--- config.mk ---
export PLATFORM = sky130hd
export DESIGN_NAME = median_window_sorter
export DESIGN_NICKNAME = d
export VERILOG_FILES = /design/src/rtl/median_window_sorter.sv
export SDC_FILE = /design/constraint.sdc
export NUM_CORES = 1
export LEC_CHECK = 0
export CAP_MARGIN = 0
export CELL_PAD_IN_SITES_DETAIL_PLACEMENT = 1
export CELL_PAD_IN_SITES_GLOBAL_PLACEMENT = 1
export CORE_MARGIN = 1
export CORE_UTILIZATION = 42
export CTS_BUF_LIST = sky130_fd_sc_hd__clkbuf_4 sky130_fd_sc_hd__clkbuf_8 sky130_fd_sc_hd__clkbuf_16
export DETAILED_ROUTE_END_ITERATION = 10
export PLACE_DENSITY_LB_ADDON = 0.1
export SYNTH_ARGS = -nofsm -noshare
export SYNTH_HDL_FRONTEND = slang
export SYNTH_SLANG_ARGS = --single-unit
--- constraint.sdc ---
create_clock -name clk -period 3.39 [get_ports clk]
set_input_delay 0.678 -clock clk [delete_from_list [all_inputs] [get_ports clk]]
set_output_delay 0.678 -clock clk [all_outputs]
set_load 0.01 [all_outputs]
--- src/rtl/median_window_sorter.sv ---
// 3x3 window median: captures nine offset-addressed pixels, runs a 9-pass
// odd-even transposition sort (one pass per cycle), presents entry 4 on valid/ready.
//   state   | meaning
//   COLLECT | capturing window samples into win/mask
//   SORT    | passes 0..8, then one cycle to register the median
//   OUT     | median held until median_ready_i
module median_window_sorter #(
  parameter int DATA_W = 8
) (
  input  logic              clk,
  input  logic              reset,
  input  logic              pix_valid_i,
  input  logic [DATA_W-1:0] pix_data_i,
  input  logic [1:0]        count_x_i,
  input  logic [1:0]        count_y_i,
  output logic              median_valid_o,
  input  logic              median_ready_i,
  output logic [DATA_W-1:0] median_data_o,
  output logic              busy_o,
  output logic              seq_error_o
);

  typedef enum logic [1:0] {COLLECT, SORT, OUT} state_e;

  state_e            state_q, state_d;
  logic [DATA_W-1:0] win_q [9];
  logic [DATA_W-1:0] win_d [9];
  logic [8:0]        mask_q, mask_d;
  logic [3:0]        pass_q, pass_d;
  logic              mvalid_q, mvalid_d;
  logic [DATA_W-1:0] mdata_q, mdata_d;
  logic              err_q, err_d;

  logic [1:0] x_u, y_u;
  logic [3:0] idx;
  logic       illegal;

  assign x_u     = count_x_i + 2'd1;
  assign y_u     = count_y_i + 2'd1;
  assign idx     = ({2'b00, y_u} * 4'd3) + {2'b00, x_u};
  assign illegal = (count_x_i == 2'b10) || (count_y_i == 2'b10);

  always_comb begin
    state_d  = state_q;
    mask_d   = mask_q;
    pass_d   = pass_q;
    mvalid_d = mvalid_q;
    mdata_d  = mdata_q;
    err_d    = 1'b0;
    for (int i = 0; i < 9; i++) win_d[i] = win_q[i];

    case (state_q)
      COLLECT: begin
        if (pix_valid_i) begin
          if (illegal) begin
            err_d = 1'b1;
          end else begin
            win_d[idx] = pix_data_i;
            if (idx == 4'd8) begin
              if (&mask_q[7:0]) begin
                mask_d[8] = 1'b1;
                state_d   = SORT;
                pass_d    = 4'd0;
              end else begin
                err_d  = 1'b1;
                mask_d = '0;
              end
            end else begin
              mask_d[idx] = 1'b1;
            end
          end
        end
      end
      SORT: begin
        err_d = pix_valid_i;
        // pass_q==9 is the extra cycle that registers the fully sorted median
        if (pass_q == 4'd9) begin
          mdata_d  = win_q[4];
          mvalid_d = 1'b1;
          state_d  = OUT;
        end else begin
          for (int i = 0; i < 8; i++) begin
            if (((i % 2) == 1) == pass_q[0]) begin
              if (win_q[i] > win_q[i+1]) begin
                win_d[i]   = win_q[i+1];
                win_d[i+1] = win_q[i];
              end
            end
          end
          pass_d = pass_q + 4'd1;
        end
      end
      OUT: begin
        err_d = pix_valid_i;
        if (median_ready_i) begin
          mvalid_d = 1'b0;
          mask_d   = '0;
          state_d  = COLLECT;
        end
      end
      default: state_d = COLLECT;
    endcase
  end

  always_ff @(posedge clk) begin
    if (reset) begin
      state_q  <= COLLECT;
      mask_q   <= '0;
      pass_q   <= '0;
      mvalid_q <= 1'b0;
      mdata_q  <= '0;
      err_q    <= 1'b0;
      for (int i = 0; i < 9; i++) win_q[i] <= '0;
    end else begin
      state_q  <= state_d;
      mask_q   <= mask_d;
      pass_q   <= pass_d;
      mvalid_q <= mvalid_d;
      mdata_q  <= mdata_d;
      err_q    <= err_d;
      for (int i = 0; i < 9; i++) win_q[i] <= win_d[i];
    end
  end

  assign median_valid_o = mvalid_q;
  assign median_data_o  = mdata_q;
  assign busy_o         = (state_q != COLLECT);
  assign seq_error_o    = err_q;

endmodule

# Word-level counts from Yosys, hierarchy flattened

Memory sizes are Yosys's and may differ from the RTL's.
Cells that the tools add are included.

$add $sub $neg: 4
Shifts and indexed selects: 0
Div/mod/pow operators: 0
Multiply operators: 1
Mux-type cells: 71
Magnitude comparators: 12
Reduce and logical (&&, ||, !) cells: 16
Bitwise gates (word level): 11
Equal/unequal tests: 14

Operators with widths:

| cell                 | count |
|---|---|
| $mux W16             | 22 |
| $mux W72             | 3 |
| $pmux W72 S2         | 1 |
| $mux W8              | 11 |
| $bwmux W72           | 1 |
| $gt A8 B8 Y1         | 8 |
| $mux W9              | 4 |
| $demux W8 S4         | 1 |
| $mux W4              | 5 |
| $pmux W9 S2          | 1 |
| $ne A2 B2 Y1 const B | 7 |
| $mux W2              | 6 |
| $reduce_and A6 Y1    | 2 |
| $mux W1              | 11 |
| $or A1 B1 Y1         | 9 |
| $or A9 B9 Y9         | 1 |
| $eq A4 B4 Y1 const B | 2 |
| $pmux W4 S2          | 1 |
| $reduce_and A8 Y1    | 1 |
| $reduce_bool A2 Y1   | 4 |
| $eq A2 B2 Y1 const B | 3 |
| $pmux W2 S3          | 1 |
| $ge A5 B5 Y1 const B | 1 |
| $lt A4 B5 Y1 const B | 1 |
| other kinds (19)     | 22 |

Memory bits (writable): 72
Word-level logic and storage cells: 137
Bits in registers: 25
Memory bits (read-only): 0
Latch bits: 0
Memories: 1
Output and inout port bits: 11

Memories:

| memory | depth | bits a word | read ports | clocked after Yosys merged registers in | write ports | RTL line | text |
|---|---|---|---|---|---|---|---|
| win_q  | 9     | 8           | 9          | 0                                       | 9           | 26       | `logic [DATA_W-1:0] win_q [9];` |

# Logic depth before layout (Yosys ltp)

Gate-level depths: netlist of the first run.

Depth in word-level cells: 26
Gate-level depth with buffers: 15
Gate-level depth less buffers: 13

# Worst setup path after synthesis of the first run

Ideal clock, no wire load.

Path kind: input to register
From: in count_y_i[0]
To: reg mask_q[2]
Cell stages on the path: 13
Required time: 3,265 ps
Arrival time: 3,552 ps
Path slack: -288 ps
Cells stage by stage: inv_1 -> ha_1 -> xnor2_1 -> xnor2_1 -> ha_1 -> inv_1 -> fa_1 -> or4b_4 -> or3_4 -> a31oi_2 -> nor2_2 -> a41oi_1 -> nor2_1

Word-level cells in the longest chain between the ends: 12

RTL lines:

| element                                                                   | RTL line | text |
|---|---|---|
| start: declaration                                                        | 15       | `input logic [1:0] count_y_i,` |
| $add A2 B1 Y2                                                             | 39       | `assign y_u = count_y_i + 2'd1;` |
| $mul A2 B2 Y4                                                             | 40       | `assign idx = ({2'b00, y_u} * 4'd3) + {2'b00, x_u};` |
| $add A4 B2 Y4                                                             | 40       |  |
| $lt A4 B5 Y1 (implied by the code) / $ge A4 B1 Y1 (equally long branches) | 69       | `mask_d[idx] = 1'b1;` |
| $logic_and A1 B1 Y1 (implied by the code)                                 | 69       |  |
| $mux W1 (implied by the code)                                             | 69       |  |
| $demux W1 S4                                                              | 69       |  |
| $or A9 B9 Y9 (no source line)                                             | --       |  |
| $mux W9                                                                   | 59       | `if (idx == 4'd8) begin` |
| $mux W9                                                                   | 55       | `if (illegal) begin` |
| $mux W9                                                                   | 54       | `if (pix_valid_i) begin` |
| $pmux W9 S2                                                               | 52       | `case (state_q)` |
| end signal: assignment                                                    | 116      | `mask_q <= mask_d;` |
| end: declaration                                                          | 28       | `logic [8:0] mask_q, mask_d;` |

Several ways; a longest one is shown, not always the timed one. The select of a mux whose other input is x is not followed.
A chain may end at the register's enable or synchronous reset.

# Worst setup path after layout of the first run

From: in count_y_i[0]
To: reg mask_q[1]

Same word-level chain as after synthesis.

==> results of run 1 <==
[power groups by stage]
stage,sequential (uW),clock (uW),combinational [uW]
final,1210,1150,903
after floorplan,1220,0,600
after CTS,1210,1160,875
after global routing,1210,1220,976
after detailed placement,1230,0,856
after global placement,1230,0,810
[through the flow]
step,TNS [ps],area (sq um),instances,hold WS (ps)
floorplan,-550,6970,862,436
global placement,-36000,7750,1109,443
detailed placement,-45580,7750,1109,457
CTS,-1110,8140,1128,466
global route,-1220,8280,1130,479
finish,-88.7,8280,1130,463
[synth_stat cells, types with 2 or more instances]
cell type and n:
buf_2 8, ha_1 75, a221o_1 8, or2_2 2, a311oi_1 9, dfxtp_1 96, nand2_1 47, buf_1 5
a41oi_1 2, nand3_1 28, a31oi_1 56, clkbuf_1 35, o211a_1 11, nor3_1 34, o21ai_1 4, mux2i_1 33
o21ai_0 77, inv_1 79, nor2_1 39, a32o_1 8, nand4_1 18, xnor2_1 2, and4_1 4, or3_1 4
o211ai_1 13, o21a_1 3, nor2b_1 10, o221ai_1 31, and2_1 4, a211oi_1 3, a21oi_1 71, a21o_1 2
a211o_1 11
[worst register-to-register path, delay by kind of cell, from the launching register on]
kind,cells,cell delay [ps]
compound gates,4,1110
fa+ha+maj,1,320
flops,1,440
buf+inv,2,280
simple gates,2,500
[kinds of logic after synthesis]
| logic type | Yosys count | synth area share (%) |
|---|---|---|
| buffers and inverters | 131 | 7.47 |
| AO/OA/AOI/OAI | 319 | 30.5 |
| adder cells (fa/ha/maj) | 76 | 13.9 |
| AND/OR/NAND/NOR | 204 | 15.0 |
| XOR/XNOR | 2 | 0.255 |
| multiplexers | 34 | 4.96 |
| flip-flops | 96 | 27.9 |
[final cells by class]
type	count	share of cell area [%]
clock buffer	13	3.16
clock inverter	3	0.786
inverter	80	3.67
multi-input combinational	635	56.4
sequential	96	23.2
tap	216	3.26
timing repair buffer	87	9.47
[worst max-delay path by stage]
stage,startpoint,end,slack [ps],cells after the start
3_5_place_dp,count_y_i[0],state_q[1],-810,13
5_1_grt,count_y_i[0],mask_q[1],-140,15
6_report,count_y_i[0],mask_q[1],-40,15
3_3_place_gp,count_y_i[0],mask_q[3],-680,14
4_1_cts,count_y_i[0],mask_q[4],-170,14
2_1_floorplan,count_y_i[0],pass_q[1],-80,13
[routing by layer]
metal | routed length, microns | track usage, % | up-vias
met1 | 11500 | 41.0 | 3531
met4 | 451 | 8.34 | 0
met3 | 967 | 3.12 | 32
met5 | 0 | 0 | -
li1 | - | - | 3366
met2 | 11600 | 50.1 | 156
[what timing repair did]
action	in CTS	in global routing
gates cloned	1	0
pin swaps	25	20
setup buffers	2	3
gates resized for setup	31	18
endpoints found under the setup margin	79	36
endpoints found under the hold margin	0	0
[flip-flops by register name, summed over array words and instances (netlist names)]
signal and count:
win_q 72, mask_q 8, median_data_o 8, pass_q 4, state_q 2, median_valid_o 1
seq_error_o 1
[layout by cell type (no fill, tap or decap), types with 5 or more instances in the layout]
cell type,netlist,final
nor2_1,39,38
a211o_1,11,11
inv_1,79,76
o221ai_1,31,24
ha_1,75,72
a31oi_1,56,54
a32o_1,8,8
clkdlybuf4s50_1,0,22
a311oi_1,9,8
nor2b_1,10,10
mux2i_1,33,33
clkbuf_16,0,9
nand3_1,28,28
buf_6,1,5
o211ai_1,13,13
o21ai_0,77,77
nand2_1,47,46
nor3_1,34,34
buf_4,1,51
a221o_1,8,8
nand4_1,18,18
o211a_1,11,11
dfxtp_1,96,96
a21oi_1,71,69
==> summary.md, run 1 <==
| Metric | Value |
|---|---|
| Sequential Area | 1920 sq um |
| Largest area contributor in the netlist | dfxtp_1 |
| Syn avg cell area | 7.98 sq um |
| Antenna violation net count after detailed routing | 0 |
| Final hold vios | 0 |
| First-pass detailed-route iteration total | 4 |
| GR Overflow Total | 0 |
| Top cells by area, synth | dfxtp_1 (28%), ha_1 (14%), o21ai_0 (5.6%) |
| Hold path endpoint | median_data_o[7] |
| Hold path depth | 2 |
| P_sw | 1060 uW |
| Post-synth EDFFs | 0 |
| Critical path capture point type | flip-flop |
| Global-route usage over all layers | 30.0% |
| Post-Route Skew | 5.59 ps |
| Top-area cell type share of the netlist area | 27.9% |
| Total detailed-routing wirelength | 24.6 mm |
| Buf/Inv on CP | 4 |
| CTS H-Tree Depth | 3 |
| Gate Count Post-Synth | 862 |
| NumNets Final | 1001 |
| Fin crit period | 3430 ps |
| Largest net degree at the start of global routing | 50 |
| PwrDens | 394 nW/um^2 |
| Cts hold-fix bufs | 0 |
| Initial Util | 43.2% |
| Failing checks | setup timing |
| Share of post-route cells with drive strength above 1 | 13.3% |
| RSZ-0062 raised after global routing | true |
| Leakage Power | 0.00305 uW |
| Final WS setup | -44.4 ps |
| Max Cap Viol | 0 |
| Seq/Total Area, Yosys | 27.9% |
| Status | complete, but fails checks |
| Initial antenna violation count | 0 |
| FMAX | 291 MHz |
| Final worst-path cycle share | 101% |
| # diodes | 0 |
| Ports | 27 |
| Dpl hpwl | 18.2 mm |
| Hold_sp | median_data_o[7] |
| Via count of the routed design | 7085 |
| Internal reg-to-reg setup slack | 620 ps |
| Critical-path cell list | buf_8 > clkinvlp_4 > ha_4 > xnor2_2 > xnor2_1 > ha_2 > inv_2 > fa_1 > or4b_4 > or3_4 > a31oi_4 > buf_6 > nor4_4 > a21oi_1 > nor2_1 |
| Clock power share | 35.3% |
| Main flop type after synthesis | dfxtp_1 |
| Avg Vias per Cell | 6.27 |
| Die ar. | 16900 sq um |
| Wire length per cell | 21.8 microns |
| Ys async rst share | 0% |
| Synth Cell Area | 6880 sq um |
| Worst EP arrival | 3680 ps |
| Total Power | 3260 uW |
| Die height | 130 microns |
| Number of global-route vias before repair | 7130 |
| Number of core rows | 46 |
| Least-Margin Pin Slew | 818 ps |
| CTS Buffer Depth | 2 |
| DRC Markers | 0 |
| Slowest Stage Delay on Critical Path | 510 ps |
| Global placement routability congestion | 0.866 |
| Reg power frac | 37.1% |
| Final Max Tran Viols | 0 |
| Initial DRC Count | 443 |
| Sw frac | 32.4% |
| R2R Path Start | win_q[3][5] |
| Post-synth cell types | 63 |
| Cell with the largest stage delay on the worst path | fa_1 |
| Die width | 130 microns |
| Peak VDD IR | 249 uV |
| CTS Sinks | 96 |
| CTS clk-pin slew, worst paths | 70 ps |
| Layout overhead on the synthesized area | 20.3% |
| CORE AREA | 15900 sq um |
| Internal | 2210 uW |
| WS Path Type | in -> reg |
| Synth warn | 0 |
| Final setup fails | 3 |
| Syn nets | 954 |
| Footprint of the multi-input gates | 4670 sq um |
| Fillers | 1952 |
| # port buffers | 26 |
| CTS tree | built |
| Data required, critical path | 3630 ps |
| R2R cell count | 9 |
| CTS Buf Count | 9 |
| Max_slew headroom | 45.1% |
| Register bit total from synthesis | 96 |
| Gate power share | 27.7% |
| Hold/Removal Path Class | reg -> reg |
| Capturing point of the worst reg2reg path | win_q[2][5] |
| Post-Place Setup Slack | -806 ps |
| Global-route wire length before repair | 38.8 mm |
| CTS root buffer | clkbuf_16 |
| Peak fanout along the critical path | 3 |
| Clk_lat worst skew | 350 ps |
| Core Util, Final | 51.9% |
| CP Launch Type | input port |
| Crit-path leading delay family | simple AND/OR/NAND/NOR gates |
(Power assumes the default switching activity.)
==> run 2: changes to the inputs <==
==> config.mk (replaced) <==
export PLATFORM = sky130hd
export DESIGN_NAME = median_window_sorter
export DESIGN_NICKNAME = d
export VERILOG_FILES = /design/src/rtl/median_window_sorter.sv
export SDC_FILE = /design/constraint.sdc
export NUM_CORES = 1
export LEC_CHECK = 0
export ABC_AREA = 0
export CAP_MARGIN = 0
export CORE_MARGIN = 1
export CORE_UTILIZATION = 55
export CTS_BUF_LIST = sky130_fd_sc_hd__clkbuf_4 sky130_fd_sc_hd__clkbuf_8 sky130_fd_sc_hd__clkbuf_16
export DETAILED_ROUTE_END_ITERATION = 10
export PLACE_DENSITY = 0.76
export SYNTH_ARGS = -nofsm -noshare
export SYNTH_HDL_FRONTEND = slang
export SYNTH_SLANG_ARGS = --single-unit
==> summary.md, run 2 (synthesis gave the netlist of run 1 again) <==
| Metric | Value |
|---|---|
| Status | complete, but fails checks |
| Failing checks | setup timing |
| Final hold vios | 0 |
| Die ar. | 13000 sq um |
| Dpl hpwl | 15.2 mm |
| Worst EP arrival | 3670 ps |
| Share of post-route cells with drive strength above 1 | 12.1% |
| Max Cap Viol | 0 |
| Hold/Removal Path Class | reg -> reg |
| Final WS setup | -42.1 ps |
| Antenna violation net count after detailed routing | 0 |
| Largest register FFs | 72 |
| CORE AREA | 12100 sq um |
| Commonest non-fill, non-tap cells in the layout | dfxtp_1 (96), inv_1 (76), o21ai_0 (76), ha_1 (72), a21oi_1 (66) |
| RSZ-0062 raised after global routing | true |
| Final worst-path cycle share | 101% |
| Critical path capture point type | flip-flop |
| Final Max Tran Viols | 0 |
| Die width | 114 microns |
| Post-Route Skew | 7.25 ps |
| Die height | 114 microns |
| NumNets Final | 989 |
| Global-route usage over all layers | 32.9% |
| Initial antenna violation count | 0 |
| GR Overflow Total | 0 |
| Least-Margin Pin Slew | 1300 ps |
| CTS Buf Count | 9 |
| Peak VDD IR | 226 uV |
| CP Launch Type | input port |
| FMAX | 291 MHz |
| Most flops, register | win_q |
| Data required, critical path | 3630 ps |
| Max_slew headroom | 13.5% |
| # port buffers | 26 |
| Via count of the routed design | 7030 |
| Wire length per cell | 19.6 microns |
| CTS clk-pin slew, worst paths | 70 ps |
| CTS tree | built |
| Initial DRC Count | 704 |
| PwrDens | 407 nW/um^2 |
| # diodes | 0 |
| Leakage Power | 0.00297 uW |
| CTS Sinks | 96 |
| Sequential Area | 1920 sq um |
| Number of core rows | 40 |
| Fillers | 997 |
| CTS H-Tree Depth | 3 |
| Ports | 27 |
| Total detailed-routing wirelength | 21.0 mm |
| Peak fanout along the critical path | 6 |
| Footprint of the multi-input gates | 4590 sq um |
| CTS Buffer Depth | 2 |
| Most common cell after layout, fill and taps aside | dfxtp_1 |
| CTS root buffer | clkbuf_16 |
| Initial Util | 56.8% |
| First-pass detailed-route iteration total | 5 |
| Final setup fails | 7 |
| Global placement routability congestion | 0.934 |
| Fin Setup TNS | -156 ps |
| Minimum hold slack | 458 ps |
| Global-route wire length before repair | 33.5 mm |
| Total Power | 3280 uW |
| DRC Markers | 0 |
| Number of global-route vias before repair | 6483 |
| Fin crit period | 3430 ps |
| Largest net degree at the start of global routing | 42 |
| Avg Vias per Cell | 6.57 |
| Cts hold-fix bufs | 0 |
| Clk_lat worst skew | 350 ps |
| WS Path Type | in -> reg |
| Layout overhead on the synthesized area | 17.0% |
==> run 2: repair_timing <==
action | 4_1_cts | 5_1_grt
cloned | 1 | 1
setup buffers | 5 | 1
pin swaps | 19 | 14
endpoints found under the setup margin | 64 | 38
resized for setup | 24 | 15
==> run 2: layout make-up <==
cell class              count  area share, %
well taps                 168           2.61
clock buffers              11           3.06
flip-flops and latches     96           23.9
repair buffers             75           8.41
inverters                  80           3.78
multi-input cells         635           57.0
clock inverters             5           1.29
==> run 2: report_power, final <==
part | switching [uW] | internal, uW | leakage, uW
registers | 42.8 | 1160 | 0.000775
clock network | 454 | 750 | 0.000173
logic | 523 | 340 | 0.00203
==> run 2: path summary, 6_finish.rpt <==
kind | start | to | slack, ps | depth (start not counted)
worst max-delay path | count_y_i[0] | mask_q[2] | -40 | 14
worst min-delay path | median_data_o[0] | median_data_o[0] | 460 | 2
worst max register to register | state_q[1] | win_q[6][0] | 520 | 6
worst min register to register | median_data_o[0] | median_data_o[0] | 460 | 2
==> run 2: worst max-delay path, cell delays in order <==
cell and delay, ps:
buf_8 80, clkinvlp_4 80, ha_4 280, xnor2_2 120, xnor2_1 150, ha_2 200
inv_2 30, fa_1 490, or4b_4 480, or3_4 450, a31oi_4 280, nor2_4 90
a41oi_2 190, nor2_1 60
==> run 2: stage by stage <==
step | utilization (%) | instance area [sq um] | std cells | setup slack (ps)
final | 66.5 | 8050 | 1070 | -42.1
after global routing | 66.5 | 8050 | 1070 | -131
after CTS | 65.9 | 7980 | 1069 | -82.8
after detailed placement | 62.6 | 7580 | 1047 | -794
after global placement | 62.6 | 7580 | 1047 | -659
after floorplan | - | 6970 | 862 | -77.3
==> run 2: routing by layer <==
layer / track usage, % / vias to the layer above / wire length, microns
li1: - / 3334 / -
met5: 0 / - / 0
met1: 44.6 / 3312 / 9200
met4: 13.3 / 0 / 567
met3: 4.41 / 46 / 1650
met2: 52.8 / 338 / 9540
==> run 3: changes to the inputs <==
--- a/config.mk
+++ b/config.mk
@@ -15,3 +15,4 @@
 export SYNTH_ARGS = -nofsm -noshare
 export SYNTH_HDL_FRONTEND = slang
 export SYNTH_SLANG_ARGS = --single-unit
+export TNS_END_PERCENT = 10
==> summary.md, run 3 (synthesis gave the netlist of run 1 again) <==
| Metric | Value |
|---|---|
| Largest net degree at the start of global routing | 33 |
| Global-route usage over all layers | 32.9% |
| Routed metal-1 wire length | 9.25 mm |
| Global-route wire length before repair | 33.6 mm |
| Final WS setup | 29.1 ps |
| Critical-path cell list | buf_8 > clkinvlp_4 > ha_4 > xnor2_2 > xnor2_1 > ha_2 > inv_2 > fa_1 > or4b_4 > or3_4 > a31oi_4 > nor2_4 > a41oi_2 > nor2_1 |
| CTS Sinks | 96 |
| Number of core rows | 40 |
| RSZ-0062 raised after global routing | true |
| Die width | 114 microns |
| Leakage Power | 0.00294 uW |
| CORE AREA | 12100 sq um |
| Most flops, register | win_q |
| Initial Util | 56.8% |
| CTS Buf Count | 9 |
| Total detailed-routing wirelength | 20.7 mm |
| Status | complete, no violations |
| Crit-path leading delay family | simple AND/OR/NAND/NOR gates |
| Peak fanout along the critical path | 6 |
| Ports | 27 |
| FMAX | 298 MHz |
| Largest register FFs | 72 |
| GR Overflow Total | 0 |
| CTS root buffer | clkbuf_16 |
| Cell with the largest stage delay on the worst path | fa_1 |
| Hold/Removal Path Class | reg -> reg |
| Initial antenna violation count | 0 |
| Met2 routed WL | 9.29 mm |
| Cts hold-fix bufs | 0 |
| Clk_lat worst skew | 360 ps |
| CP Launch Type | input port |
| NumNets Final | 985 |
| Max_slew headroom | 10.8% |
| CTS tree | built |
| CTS Buffer Depth | 2 |
| DR WL met3 | 1.63 mm |
| Total Power | 3190 uW |
| Placed cell count | 1047 |
| Data required, critical path | 3630 ps |
| PwrDens | 402 nW/um^2 |
| Most common cell after layout, fill and taps aside | dfxtp_1 |
| Critical path capture point type | flip-flop |
| # port buffers | 26 |
| WS Path Type | in -> reg |
| Die height | 114 microns |
| Final Max Tran Viols | 0 |
| DRC Markers | 0 |
| Final worst-path cycle share | 99.1% |
| CTS H-Tree Depth | 3 |
| Buf/Inv on CP | 3 |
| Share of post-route cells with drive strength above 1 | 10.9% |
| Avg Vias per Cell | 6.58 |
| First-pass detailed-route iteration total | 5 |
| Final hold vios | 0 |
| Layout Cells excl Fill | 1065 |
| Peak VDD IR | 303 uV |
| Die ar. | 13000 sq um |
| Layout overhead on the synthesized area | 15.4% |
| Post-Route Skew | 6.54 ps |
| # diodes | 0 |
| Dpl hpwl | 15.3 mm |
| CTS clk-pin slew, worst paths | 60 ps |
| Antenna violation net count after detailed routing | 0 |
| Internal reg-to-reg setup slack | 550 ps |
| Final setup fails | 0 |
| Post-Place Setup Slack | -791 ps |
| Commonest non-fill, non-tap cells in the layout | dfxtp_1 (96), inv_1 (76), o21ai_0 (76), ha_1 (72), a21oi_1 (69) |
| Least-Margin Pin Slew | 1340 ps |
| Via count of the routed design | 7005 |
| Max Cap Viol | 0 |
| Fin crit period | 3360 ps |
| Worst EP arrival | 3600 ps |
| Slowest Stage Delay on Critical Path | 500 ps |
| Number of global-route vias before repair | 6623 |
| Global placement routability congestion | 0.901 |
| Initial DRC Count | 607 |
| Wire length per cell | 19.4 microns |
| Top Metal Used | met4 |
run 3: changes by cell type in the layout (fill, tap and decap cells not counted), sizes merged:
| cell | previous run | this run |
|---|---|---|
| clkinv | 3 | 2 |
| bufinv | 3 | 2 |
| buf | 53 | 49 |
| clkbuf | 11 | 12 |
run 3: worst paths after layout:
path	from	endpoint	cells after the start
hold / removal	median_data_o[1]	median_data_o[1]	2
setup / recovery	count_y_i[0]	mask_q[2]	14
hold reg to reg	median_data_o[1]	median_data_o[1]	2
setup reg to reg	state_q[1]	win_q[6][1]	6
run 3: cell type report:
cell class	count	area, sq um
inverters	80	304
fillers	1039	4170
well taps	168	210
clock buffers	12	260
flip-flops and latches	96	1920
clock inverters	3	65.1
repair buffers	71	633
multi-input cells	635	4550
run 3: through the flow:
| step | setup TNS, ps | instance area (sq um) | utilization (%) | hold WS, ps |
|---|---|---|---|---|
| finish | 0 | 7950 | 65.6 | 452 |
| floorplan | -915 | 6960 | - | 436 |
| global route | -655 | 7950 | 65.6 | 477 |
| detailed placement | -41090 | 7570 | 62.5 | 445 |
| global placement | -33530 | 7570 | 62.5 | 444 |
| CTS | -33.7 | 7920 | 65.4 | 454 |
run 3: power breakdown:
| group | leakage [uW] | internal (uW) | total [uW] | switching, uW |
|---|---|---|---|---|
| clock network | 0.000162 | 690 | 1140 | 454 |
| registers | 0.000775 | 1160 | 1210 | 44.2 |
| logic | 0.00200 | 333 | 841 | 508 |
| total | 0.00294 | 2190 | 3190 | 1010 |
run 3: worst min-delay path: stages, from the launching register on:
cell and delay [ps]:
dfxtp_1 310, nand2_1 50, a21oi_1 50
run 3: timing repair:
item,4_1_cts,5_1_grt
endpoints found under the hold margin,0,0
gates resized for setup,22,7
gates cloned,0,0
pin swaps,9,18
setup buffers,3,0
endpoints found under the setup margin,57,34
run 3: per-layer routing:
| layer | global-route usage, % | up-vias |
|---|---|---|
| met5 | 0 | - |
| met3 | 5.31 | 41 |
| met1 | 44.4 | 3296 |
| li1 | - | 3326 |
| met2 | 52.2 | 342 |
| met4 | 14.0 | 0 |
